===== config.mk =====
export PLATFORM = sky130hd
export DESIGN_NAME = axi4_write_channel_arbiter
export DESIGN_NICKNAME = d
export VERILOG_FILES = /design/src/rtl/axi4_write_channel_arbiter.sv
export SDC_FILE = /design/constraint.sdc
export NUM_CORES = 1
export LEC_CHECK = 0
export ABC_AREA = 0
export CORE_MARGIN = 3
export CORE_UTILIZATION = 48
export DETAILED_ROUTE_END_ITERATION = 10
export PLACE_DENSITY = 0.8
export SLEW_MARGIN = 10
export SYNTH_ARGS = -nofsm -noshare
export SYNTH_HDL_FRONTEND = slang
export SYNTH_SLANG_ARGS = --single-unit

===== constraint.sdc =====
create_clock -name aclk -period 4.45 [get_ports aclk]
set_clock_uncertainty 0.1 [all_clocks]
set_input_delay 0.445 -clock aclk [delete_from_list [all_inputs] [get_ports aclk]]
set_output_delay 0.445 -clock aclk [all_outputs]
set_load 0.005 [all_outputs]

===== src/rtl/axi4_write_channel_arbiter.sv =====
// Purpose: round-robin sharing of one AXI4 slave AW/W channel pair among NO_OF_MASTERS masters;
//   W beats are routed in AW-grant order through a grant FIFO, and wlast is regenerated from awlen.
// Latency: AW 1 cycle (registered output stage); W 0 cycles (combinational routing from the FIFO head).
// Backpressure: the AW stage holds until s_awready; no grant while the grant FIFO is full;
//   s_wready is passed only to the master at the FIFO head, and all other m_wready stay low.
// Ports: m_aw*/m_w* are packed per-master request buses (master i owns slice i); s_aw*/s_w* form
//   the single slave port; err_wlast pulses on a master wlast that disagrees with awlen;
//   fifo_full reports a full grant FIFO.
module axi4_write_channel_arbiter #(
  parameter int NO_OF_MASTERS          = 2,
  parameter int ADDRESS_WIDTH          = 32,
  parameter int DATA_WIDTH             = 32,
  parameter int OUTSTANDING_FIFO_DEPTH = 16
) (
  input  logic                                    aclk,
  input  logic                                    aresetn,
  input  logic [NO_OF_MASTERS-1:0]                m_awvalid,
  output logic [NO_OF_MASTERS-1:0]                m_awready,
  input  logic [NO_OF_MASTERS*4-1:0]              m_awid,
  input  logic [NO_OF_MASTERS*ADDRESS_WIDTH-1:0]  m_awaddr,
  input  logic [NO_OF_MASTERS*8-1:0]              m_awlen,
  input  logic [NO_OF_MASTERS*3-1:0]              m_awsize,
  input  logic [NO_OF_MASTERS*2-1:0]              m_awburst,
  input  logic [NO_OF_MASTERS-1:0]                m_wvalid,
  output logic [NO_OF_MASTERS-1:0]                m_wready,
  input  logic [NO_OF_MASTERS*DATA_WIDTH-1:0]     m_wdata,
  input  logic [NO_OF_MASTERS*(DATA_WIDTH/8)-1:0] m_wstrb,
  input  logic [NO_OF_MASTERS-1:0]                m_wlast,
  output logic                                    s_awvalid,
  input  logic                                    s_awready,
  output logic [3:0]                              s_awid,
  output logic [ADDRESS_WIDTH-1:0]                s_awaddr,
  output logic [7:0]                              s_awlen,
  output logic [2:0]                              s_awsize,
  output logic [1:0]                              s_awburst,
  output logic                                    s_wvalid,
  input  logic                                    s_wready,
  output logic [DATA_WIDTH-1:0]                   s_wdata,
  output logic [DATA_WIDTH/8-1:0]                 s_wstrb,
  output logic                                    s_wlast,
  output logic                                    err_wlast,
  output logic                                    fifo_full
);

  localparam int IDXW  = (NO_OF_MASTERS > 1) ? $clog2(NO_OF_MASTERS) : 1;
  localparam int STRBW = DATA_WIDTH / 8;
  localparam int PTRW  = (OUTSTANDING_FIFO_DEPTH > 1) ? $clog2(OUTSTANDING_FIFO_DEPTH) : 1;
  localparam int CNTW  = $clog2(OUTSTANDING_FIFO_DEPTH + 1);

  typedef struct packed {
    logic [IDXW-1:0] idx;
    logic [7:0]      len;
  } grant_t;

  logic [IDXW-1:0]          rr_ptr;
  grant_t                   fifo_mem [OUTSTANDING_FIFO_DEPTH];
  logic [PTRW-1:0]          wr_ptr;
  logic [PTRW-1:0]          rd_ptr;
  logic [CNTW-1:0]          fifo_cnt;
  logic [7:0]               beat_cnt;
  grant_t                   head;
  logic                     fifo_empty;
  logic                     aw_free;
  logic                     capture;
  logic                     win_found;
  logic [IDXW-1:0]          win_idx;
  logic [IDXW-1:0]          cand;
  logic [3:0]               sel_id;
  logic [ADDRESS_WIDTH-1:0] sel_addr;
  logic [7:0]               sel_len;
  logic [2:0]               sel_size;
  logic [1:0]               sel_burst;
  logic                     head_wlast;
  logic                     beat_last;
  logic                     w_hs;
  logic                     pop;

  function automatic logic [PTRW-1:0] ptr_next(input logic [PTRW-1:0] p);
    return (p == PTRW'(OUTSTANDING_FIFO_DEPTH - 1)) ? '0 : p + 1'b1;
  endfunction

  assign fifo_empty = (fifo_cnt == '0);
  assign fifo_full  = (fifo_cnt == CNTW'(OUTSTANDING_FIFO_DEPTH));
  assign aw_free    = !s_awvalid || s_awready;
  assign head       = fifo_mem[rd_ptr];

  // Round robin: scan starting one past the last winner.
  always_comb begin
    win_found = 1'b0;
    win_idx   = '0;
    cand      = '0;
    for (int i = 1; i <= NO_OF_MASTERS; i++) begin
      cand = IDXW'((int'(rr_ptr) + i) % NO_OF_MASTERS);
      if (!win_found && m_awvalid[cand]) begin
        win_found = 1'b1;
        win_idx   = cand;
      end
    end
  end

  // Fullness uses the registered count, so a same-cycle pop never frees a slot for a push.
  assign capture = aresetn && aw_free && !fifo_full && win_found;

  always_comb begin
    sel_id    = '0;
    sel_addr  = '0;
    sel_len   = '0;
    sel_size  = '0;
    sel_burst = '0;
    m_awready = '0;
    for (int i = 0; i < NO_OF_MASTERS; i++) begin
      if (win_idx == IDXW'(i)) begin
        sel_id       = m_awid[4*i +: 4];
        sel_addr     = m_awaddr[ADDRESS_WIDTH*i +: ADDRESS_WIDTH];
        sel_len      = m_awlen[8*i +: 8];
        sel_size     = m_awsize[3*i +: 3];
        sel_burst    = m_awburst[2*i +: 2];
        m_awready[i] = capture;
      end
    end
  end

  // W path follows the FIFO head only; a grant becomes visible the cycle after its push.
  always_comb begin
    s_wvalid   = 1'b0;
    s_wdata    = '0;
    s_wstrb    = '0;
    m_wready   = '0;
    head_wlast = 1'b0;
    for (int i = 0; i < NO_OF_MASTERS; i++) begin
      if (aresetn && !fifo_empty && head.idx == IDXW'(i)) begin
        s_wvalid    = m_wvalid[i];
        s_wdata     = m_wdata[DATA_WIDTH*i +: DATA_WIDTH];
        s_wstrb     = m_wstrb[STRBW*i +: STRBW];
        m_wready[i] = s_wready;
        head_wlast  = m_wlast[i];
      end
    end
  end

  // wlast toward the slave comes from the beat count; the master's wlast is only audited.
  assign beat_last = (beat_cnt == head.len);
  assign s_wlast   = aresetn && !fifo_empty && beat_last;
  assign w_hs      = s_wvalid && s_wready;
  assign err_wlast = w_hs && (head_wlast != beat_last);
  assign pop       = w_hs && beat_last;

  always_ff @(posedge aclk) begin
    if (!aresetn) begin
      s_awvalid <= 1'b0;
      s_awid    <= '0;
      s_awaddr  <= '0;
      s_awlen   <= '0;
      s_awsize  <= '0;
      s_awburst <= '0;
      rr_ptr    <= IDXW'(NO_OF_MASTERS - 1);
      wr_ptr    <= '0;
      rd_ptr    <= '0;
      fifo_cnt  <= '0;
      beat_cnt  <= '0;
    end else begin
      if (capture) begin
        s_awvalid <= 1'b1;
        s_awid    <= sel_id;
        s_awaddr  <= sel_addr;
        s_awlen   <= sel_len;
        s_awsize  <= sel_size;
        s_awburst <= sel_burst;
        rr_ptr    <= win_idx;
      end else if (aw_free) begin
        s_awvalid <= 1'b0;
      end
      if (capture) wr_ptr <= ptr_next(wr_ptr);
      if (pop)     rd_ptr <= ptr_next(rd_ptr);
      if (capture && !pop)      fifo_cnt <= fifo_cnt + 1'b1;
      else if (pop && !capture) fifo_cnt <= fifo_cnt - 1'b1;
      if (w_hs) beat_cnt <= beat_last ? 8'd0 : beat_cnt + 8'd1;
    end
  end

  always_ff @(posedge aclk) begin
    if (capture) fifo_mem[wr_ptr] <= '{idx: win_idx, len: sel_len};
  end

endmodule


Word-level counts from Yosys, hierarchy flattened. Memories as Yosys holds them, arrays and structs flattened. A register that Yosys moved wholly into a read port is not among the register bits. Index checks and enable logic that the tools add are counted.

Input bits: 180. RAM bits: 144. Latch bits: 0. Flip-flop bits (word level): 72. Memories kept: 1. Memory bits (read-only): 0.

Memories: fifo_mem (words 16, width 9, rd ports 1, clocked after Yosys merged registers in 1, write ports 1, RTL line 56) `grant_t fifo_mem [OUTSTANDING_FIFO_DEPTH];`.

Reduce and logical (&&, ||, !) cells: 23. $add $sub $neg: 7. Equality and inequality tests: 5. Divide/modulo/power cells: 0. Muxes and demuxes: 36. Bitwise gates (word level): 1. $lt $le $gt $ge: 2. Multiply operators: 0. Shift operators: 0.

Operators with widths (number): 32-bit 2-to-1 mux (3); 4-bit 2-to-1 mux (7); 1-bit 2-to-1 mux (20); 8-bit 2-to-1 mux (2); 1-bit logical AND (13); 5-bit 2-to-1 mux (2); 4-bit by 1-bit adder with 4-bit output, second input constant (2); 8-bit by 1-bit adder with 8-bit output, second input constant (1); 4-bit == test, second input constant (2); 8-bit == test (1); 1-bit logical NOT (6); 5-bit by 1-bit adder with 5-bit output, second input constant (1); 5-bit == test, second input constant (1); 5-bit logical NOT (1); 5-bit by 1-bit subtractor with 5-bit output, second input constant (1); 1-bit by 2-bit less-than comparator with 1-bit output, second input constant (2); 2-bit nonzero test (2); 3-bit 2-to-1 mux (1); 1-bit adder, second input constant (2); 2-bit 2-to-1 mux (1); 1-bit logical OR (1); 1-bit != test (1); 1-bit NOT (1).

Longest topological paths before layout. Gate-level depths: netlist (run 1).

Depth in word-level cells: 12. Gate-level depth with buffers: 20.

Worst setup path before layout (run 1). No wires, ideal clock.

Path type: register to register. Start point: reg (tool-made name). End point: reg fifo_cnt[4]. Stages on the path, launching flop included: 18. Path buffers: 3. Arrival time: 3.843 ns. Data required time: 4.279 ns. Period minus slack after synthesis: 4.013 ns. Slack: 0.437 ns. Cells stage by stage: dfxtp_1 > buf_4 > buf_6 > mux4_2 > mux4_2 > clkbuf_1 > mux2i_1 > or2_2 > nor3_1 > o211ai_1 > ha_1 > inv_1 > ha_1 > a21o_1 > a21oi_1 > xnor2_1 > or3_1 > a21oi_1.

RTL lines: to (signal assigned) (RTL line 175) `if (capture && !pop) fifo_cnt <= fifo_cnt + 1'b1;`; to (signal assigned) (RTL line 176) `else if (pop && !capture) fifo_cnt <= fifo_cnt - 1'b1;`; to (decl) (RTL line 59) `logic [CNTW-1:0] fifo_cnt;`.

==> results.ini, run 1 <==
[run_status]
status = finished clean

[clocking]
clk_pin_slew_ps = 60
numCtsBuffers = 22
cts_root_buffer = clkbuf_16
clk_latency_ps = 520
cts_resized = 0
clockBufferDepth = 3
cts_setup_buffers = 0
htree_levels = 1
ctsHoldBuffers = 0
clock-sinks = 220
cts_tree = built

[setup_path]
critPathArrivalTime_ps = 3670
r2r_setup_slack_ps = 360
start_kind = register
crit_fanout = 12
crit_required_ps = 3900
critical_path.endpoint = err_wlast
critical_path_class = register to output port
end_kind = output port
r2r-end = fifo_cnt[4]
r2r_cells = 16

[grt]
grt-ovfl-total = 0
grt_max_degree = 96
grt_pass1_vias = 6868
grt_pass1_wl_um = 39000
antenna_found_initial = 0
grtUsageTotal_pct = 23.0

[drt]
top_layer = met4
wl_per_cell_um = 20.4
dr.pass1.iters = 5
viasPerCell = 5.44
met3WireLength_um = 2630
wl_met1_um = 9360
vias = 7002
drtIter0Drc = 420
route.detailed.drc = 0
wl_met2_um = 13700
drt-total-wl_um = 26300
ant_nets = 0

[die]
die_area_um2 = 22300
row_count = 51
dieWidth_um = 149
die_height_um = 149
coreArea_um2 = 19800
io_pins = 274
start_util_pct = 49.8

[pwr]
p_leak_uw = 0.00477
ir_drop_v = 0.000287
p_per_area_nw_per_um2 = 375

[place]
port_buffers = 273
routabilityCongestion = 0.791
placed_area_um2 = 13000
hpwl_um = 19100
place_ws_ps = 266

[synthesis]
synthArstFlopShare_pct = 0
syn_inst = 734
yosys_warnings = 0
synth_edf_count = 144
synth-seq-cells = 220
synth_cell_type_count = 51
synth_nets = 925
syn_area_um2 = 9850
syn_avg_cell_area_um2 = 13.4
yosysSeqAreaShare_pct = 59.4
ys_dominant_reg_cell = edfxtp_1

[flow_run]
cap_violations = 0

[timing]
setup_slack_ps = 235
fin_crit_ps = 4220
rsz0062_at_grt = no
finalCritPeriodShare_pct = 94.7
finalSetupViolCount = 0
tns_ps = 0
slew_violations = 0
max_freq_ghz = 0.237
worstMarginPinSlew_ps = 900
relSlewSlack_pct = 40.0
holdWs_ps = 354
hold_viol_final = 0

[hold_path]
min-delay-path-class = register to register

[cells_and_area]
drive_gt1_share_pct = 11.9
syn2layout_area_growth_pct = 38.7
n_antenna_cell = 0
multi_input_area_um2 = 3750
fillCellCount = 1408
final_area_um2 = 13700
utilization_pct = 69.1
fin_nets = 1198
regArea_um2 = 5850

## Yosys cell counts, types with 10 or more instances
cell | instances | share of area (%)
a211oi_1 | 43 | 3.3
a21oi_1 | 10 | 0.51
buf_2 | 10 | 0.51
clkbuf_1 | 35 | 1.3
dfxtp_1 | 76 | 15
edfxtp_1 | 144 | 44
ha_1 | 10 | 1.3
inv_1 | 13 | 0.50
mux2i_1 | 97 | 9.9
mux4_2 | 37 | 8.5
nand2_1 | 32 | 1.2
nand3_1 | 13 | 0.66
nor2_1 | 103 | 3.9
xnor2_1 | 14 | 1.2
xor2_1 | 13 | 1.2
## flip-flops by register name, summed over array words and instances, names as in the netlist, 2 cells and up, named ones only
register / flops
s_awburst: 2
s_awsize: 3
s_awid: 4
rd_ptr: 4
beat_cnt: 8
s_awaddr: 32
fifo_mem: 144
fifo_cnt: 5
wr_ptr: 4
s_awlen: 8
## report_power, final
group | switching, uW | internal [uW]
sequential | 56.2 | 2290
clock | 748 | 1020
combinational | 452 | 550
total | 1260 | 3860
## through the flow
stage / power, uW / instances
after CTS: 5160 / 1286
after floorplan: 2840 / 734
after global routing: 5340 / 1286
after global placement: 3380 / 1248
final: 5120 / 1286
after detailed placement: 3400 / 1248
## logic make-up after synthesis
group | share of synthesized area, %
xor gates and xnor gates | 2.40
AOI/OAI and AO/OA | 5.72
and+or+nand+nor | 8.63
buffers and inverters | 3.06
DFF | 59.4
adders and majority gates | 1.47
muxes | 19.4
## placed cells by master (no fill, tap or decap), drive strengths merged, types with 11 or more instances in the layout
cell type	instances
a211oi	43
buf	29
clkbuf	25
clkdlybuf4s50	273
dfxtp	76
edfxtp	144
inv	15
mux2i	97
mux4	37
nand2	32
nand3	13
nor2	103
nor4	11
xnor2	14
xor2	13
## layout make-up
class                   count  area share [%]
clock buffers              25            4.11
clock inverters            13           0.870
inverters                  15           0.412
multi-input cells         446            27.5
flip-flops and latches    220            42.8
well taps                 265            2.43
repair buffers            302            21.9
## per-layer routing
metal	vias up	track usage, %
met3	38	6.14
met2	358	42.2
li1	3288	-
met4	0	6.32
met5	-	0
met1	3318	26.4
## critical path: stages, from the launching register on
cell	delay (ps)
dfxtp_2	470
buf_4	320
mux4_2	540
mux2i_1	230
xnor2_1	150
nor4_4	340
o211a_1	240
nand3b_1	90
a21oi_1	220
clkdlybuf4s50_1	550
## how the worst min path moves through the flow
| stage | startpoint | end | slack, ps | cells past startpoint |
|---|---|---|---|---|
| 2_1_floorplan | rr_ptr | rr_ptr | 330 | 1 |
| 3_3_place_gp | s_awlen[6] | s_awlen[6] | 340 | 2 |
| 3_5_place_dp | s_awlen[0] | s_awlen[0] | 350 | 2 |
| 4_1_cts | s_awlen[0] | s_awlen[0] | 360 | 2 |
| 5_1_grt | s_awlen[6] | s_awlen[6] | 380 | 2 |
| 6_report | s_awlen[4] | s_awlen[4] | 350 | 2 |
No activity file was read; power rests on OpenSTA's default activity.
==> run 2, diff against run 1 <==
--- a/config.mk
+++ b/config.mk
@@ -10,7 +10,6 @@
 export CORE_UTILIZATION = 48
 export DETAILED_ROUTE_END_ITERATION = 10
 export PLACE_DENSITY = 0.8
-export SLEW_MARGIN = 10
 export SYNTH_ARGS = -nofsm -noshare
 export SYNTH_HDL_FRONTEND = slang
 export SYNTH_SLANG_ARGS = --single-unit
==> results of run 2 <==
Same layout as run 1: the final DEF is identical, and so are final timing and power.
==> run 3, diff against run 2 <==
--- a/config.mk
+++ b/config.mk
@@ -8,8 +8,10 @@
 export ABC_AREA = 0
 export CORE_MARGIN = 3
 export CORE_UTILIZATION = 48
+export CTS_CLUSTER_DIAMETER = 200
 export DETAILED_ROUTE_END_ITERATION = 10
 export PLACE_DENSITY = 0.8
+export RECOVER_POWER = 50
 export SYNTH_ARGS = -nofsm -noshare
 export SYNTH_HDL_FRONTEND = slang
 export SYNTH_SLANG_ARGS = --single-unit
==> results.ini, run 3 (synthesis gave the netlist of run 1 again) <==
[clocking]
clock-sinks = 220  ; unchanged
cts_tree = built
cts_root_buffer = clkbuf_16
htree_levels = 1  ; unchanged
clockBufferDepth = 3  ; unchanged
numCtsBuffers = 22  ; unchanged
ctsHoldBuffers = 0  ; unchanged
clk_latency_ps = 520  ; about the same
clk_pin_slew_ps = 60  ; about the same

[run_status]
violations = max-capacitance violations, max-slew violations
status = complete, but fails checks

[drt]
dr.pass1.iters = 5  ; unchanged
drt-total-wl_um = 26300  ; about the same
route.detailed.drc = 0  ; unchanged
ant_nets = 0  ; unchanged
vias = 7002  ; unchanged
wl_per_cell_um = 20.4  ; about the same
drtIter0Drc = 377  ; -10%
viasPerCell = 5.44  ; unchanged

[timing]
max_freq_ghz = 0.237  ; about the same
setup_slack_ps = 236  ; +1.20 ps
tns_ps = 0  ; unchanged
holdWs_ps = 353  ; -1.50 ps
rsz0062_at_grt = no
hold_viol_final = 0  ; unchanged
finalSetupViolCount = 0  ; unchanged
fin_crit_ps = 4210  ; -1.20 ps
slew_violations = 19  ; +19
relSlewSlack_pct = -59.6  ; -100 points
worstMarginPinSlew_ps = 2370  ; +1470 ps
finalCritPeriodShare_pct = 94.7  ; about the same

[flow_run]
cap_violations = 1  ; +1

[setup_path]
r2r_cells = 16  ; unchanged
critPathArrivalTime_ps = 3670  ; about the same
crit_required_ps = 3900  ; about the same
r2r_setup_slack_ps = 360  ; about the same
critical_path_class = input pin to output port
r2r-end = fifo_cnt[4]
crit_fanout = 19  ; +7
end_kind = output port
start_kind = input pin

[die]
coreArea_um2 = 19800  ; unchanged
row_count = 51  ; unchanged
dieWidth_um = 149  ; unchanged
die_area_um2 = 22300  ; unchanged
io_pins = 274  ; unchanged
start_util_pct = 49.8  ; unchanged
die_height_um = 149  ; unchanged

[pwr]
ir_drop_v = 0.000288  ; +0.35%
p_per_area_nw_per_um2 = 374  ; -0.23%
p_leak_uw = 0.00487  ; +1.9%

[cells_and_area]
final_common_cell = clkdlybuf4s50_1
drive_gt1_share_pct = 10.1  ; -1.9 points
largest_reg_flops = 144  ; unchanged
utilization_pct = 68.8  ; -0.28 points
n_antenna_cell = 0  ; unchanged
regMostFlops = fifo_mem
fin_nets = 1198  ; unchanged
final_cell_mix = clkdlybuf4s50_1, edfxtp_1, nor2_1, mux2i_1, dfxtp_1
syn2layout_area_growth_pct = 38.2
top_regs = fifo_mem x144, s_awaddr x32

[hold_path]
holdPathStages = 2  ; unchanged
min-delay-path-class = register to register
min-delay-start = s_awlen[0]
min_to = s_awlen[0]

[grt]
antenna_found_initial = 0  ; unchanged
grt_pass1_vias = 6868  ; unchanged
grt_pass1_wl_um = 39000  ; unchanged
grt_max_degree = 96  ; unchanged
grtUsageTotal_pct = 23.0  ; unchanged
grt-ovfl-total = 0  ; unchanged

[place]
port_buffers = 273  ; unchanged
place_ws_ps = 266  ; unchanged
hpwl_um = 19100  ; unchanged
routabilityCongestion = 0.791  ; unchanged

## run 3: area by class of cell
type                       count  area, um^2
clock buffer                  25         562
clock inverter                13         119
fill                        1417        6180
inverter                      15        56.3
multi-input combinational    446        3720
sequential                   220        5850
tap                          265         332
timing repair buffer         302        2970
## run 3: report_power, final
group,total [uW],leakage (uW),switching [uW],internal (uW)
Clock,1770,0.000326,752,1020
Sequential,2340,0.00193,52.2,2290
Combinational,970,0.00261,448,521
## run 3: critical path, cell delays in order
cell and delay [ps]:
dlygate4sd3_1 570, a21boi_0 1790, and2_0 330, clkdlybuf4s50_1 530
## run 3: worst max path at each step
stage                 start           end  slack [ps]
3_5_place_dp       register   fifo_cnt[4]         270
5_1_grt        m_awvalid[1]  m_awready[1]          40
3_3_place_gp       register   fifo_cnt[4]         360
4_1_cts            register       s_wlast          10
2_1_floorplan      register   fifo_cnt[4]         440
6_report       m_awvalid[1]  m_awready[1]         240
## run 3: what timing repair did
action / 4_1_cts / 5_1_grt
buffers inserted: 0 / 0
endpoints found under the setup margin: 0 / 3
resized for setup: 0 / 3
## run 3: per-layer routing
| metal | global-route usage [%] | routed length (um) | vias to the layer above |
|---|---|---|---|
| li1 | - | - | 3289 |
| met1 | 26.4 | 9460 | 3316 |
| met2 | 42.2 | 13700 | 357 |
| met3 | 6.14 | 2560 | 40 |
| met4 | 6.32 | 580 | 0 |
| met5 | 0 | 0 | - |
## run 3: per-stage QoR
| stage | instance area [um^2] | std cells | total power [uW] |
|---|---|---|---|
| finish | 13600 | 1286 | 5080 |
| global route | 13600 | 1286 | 5310 |
| CTS | 13600 | 1286 | 5160 |
| detailed placement | 13000 | 1248 | 3400 |
| global placement | 13000 | 1248 | 3380 |
| floorplan | 9850 | 734 | 2840 |
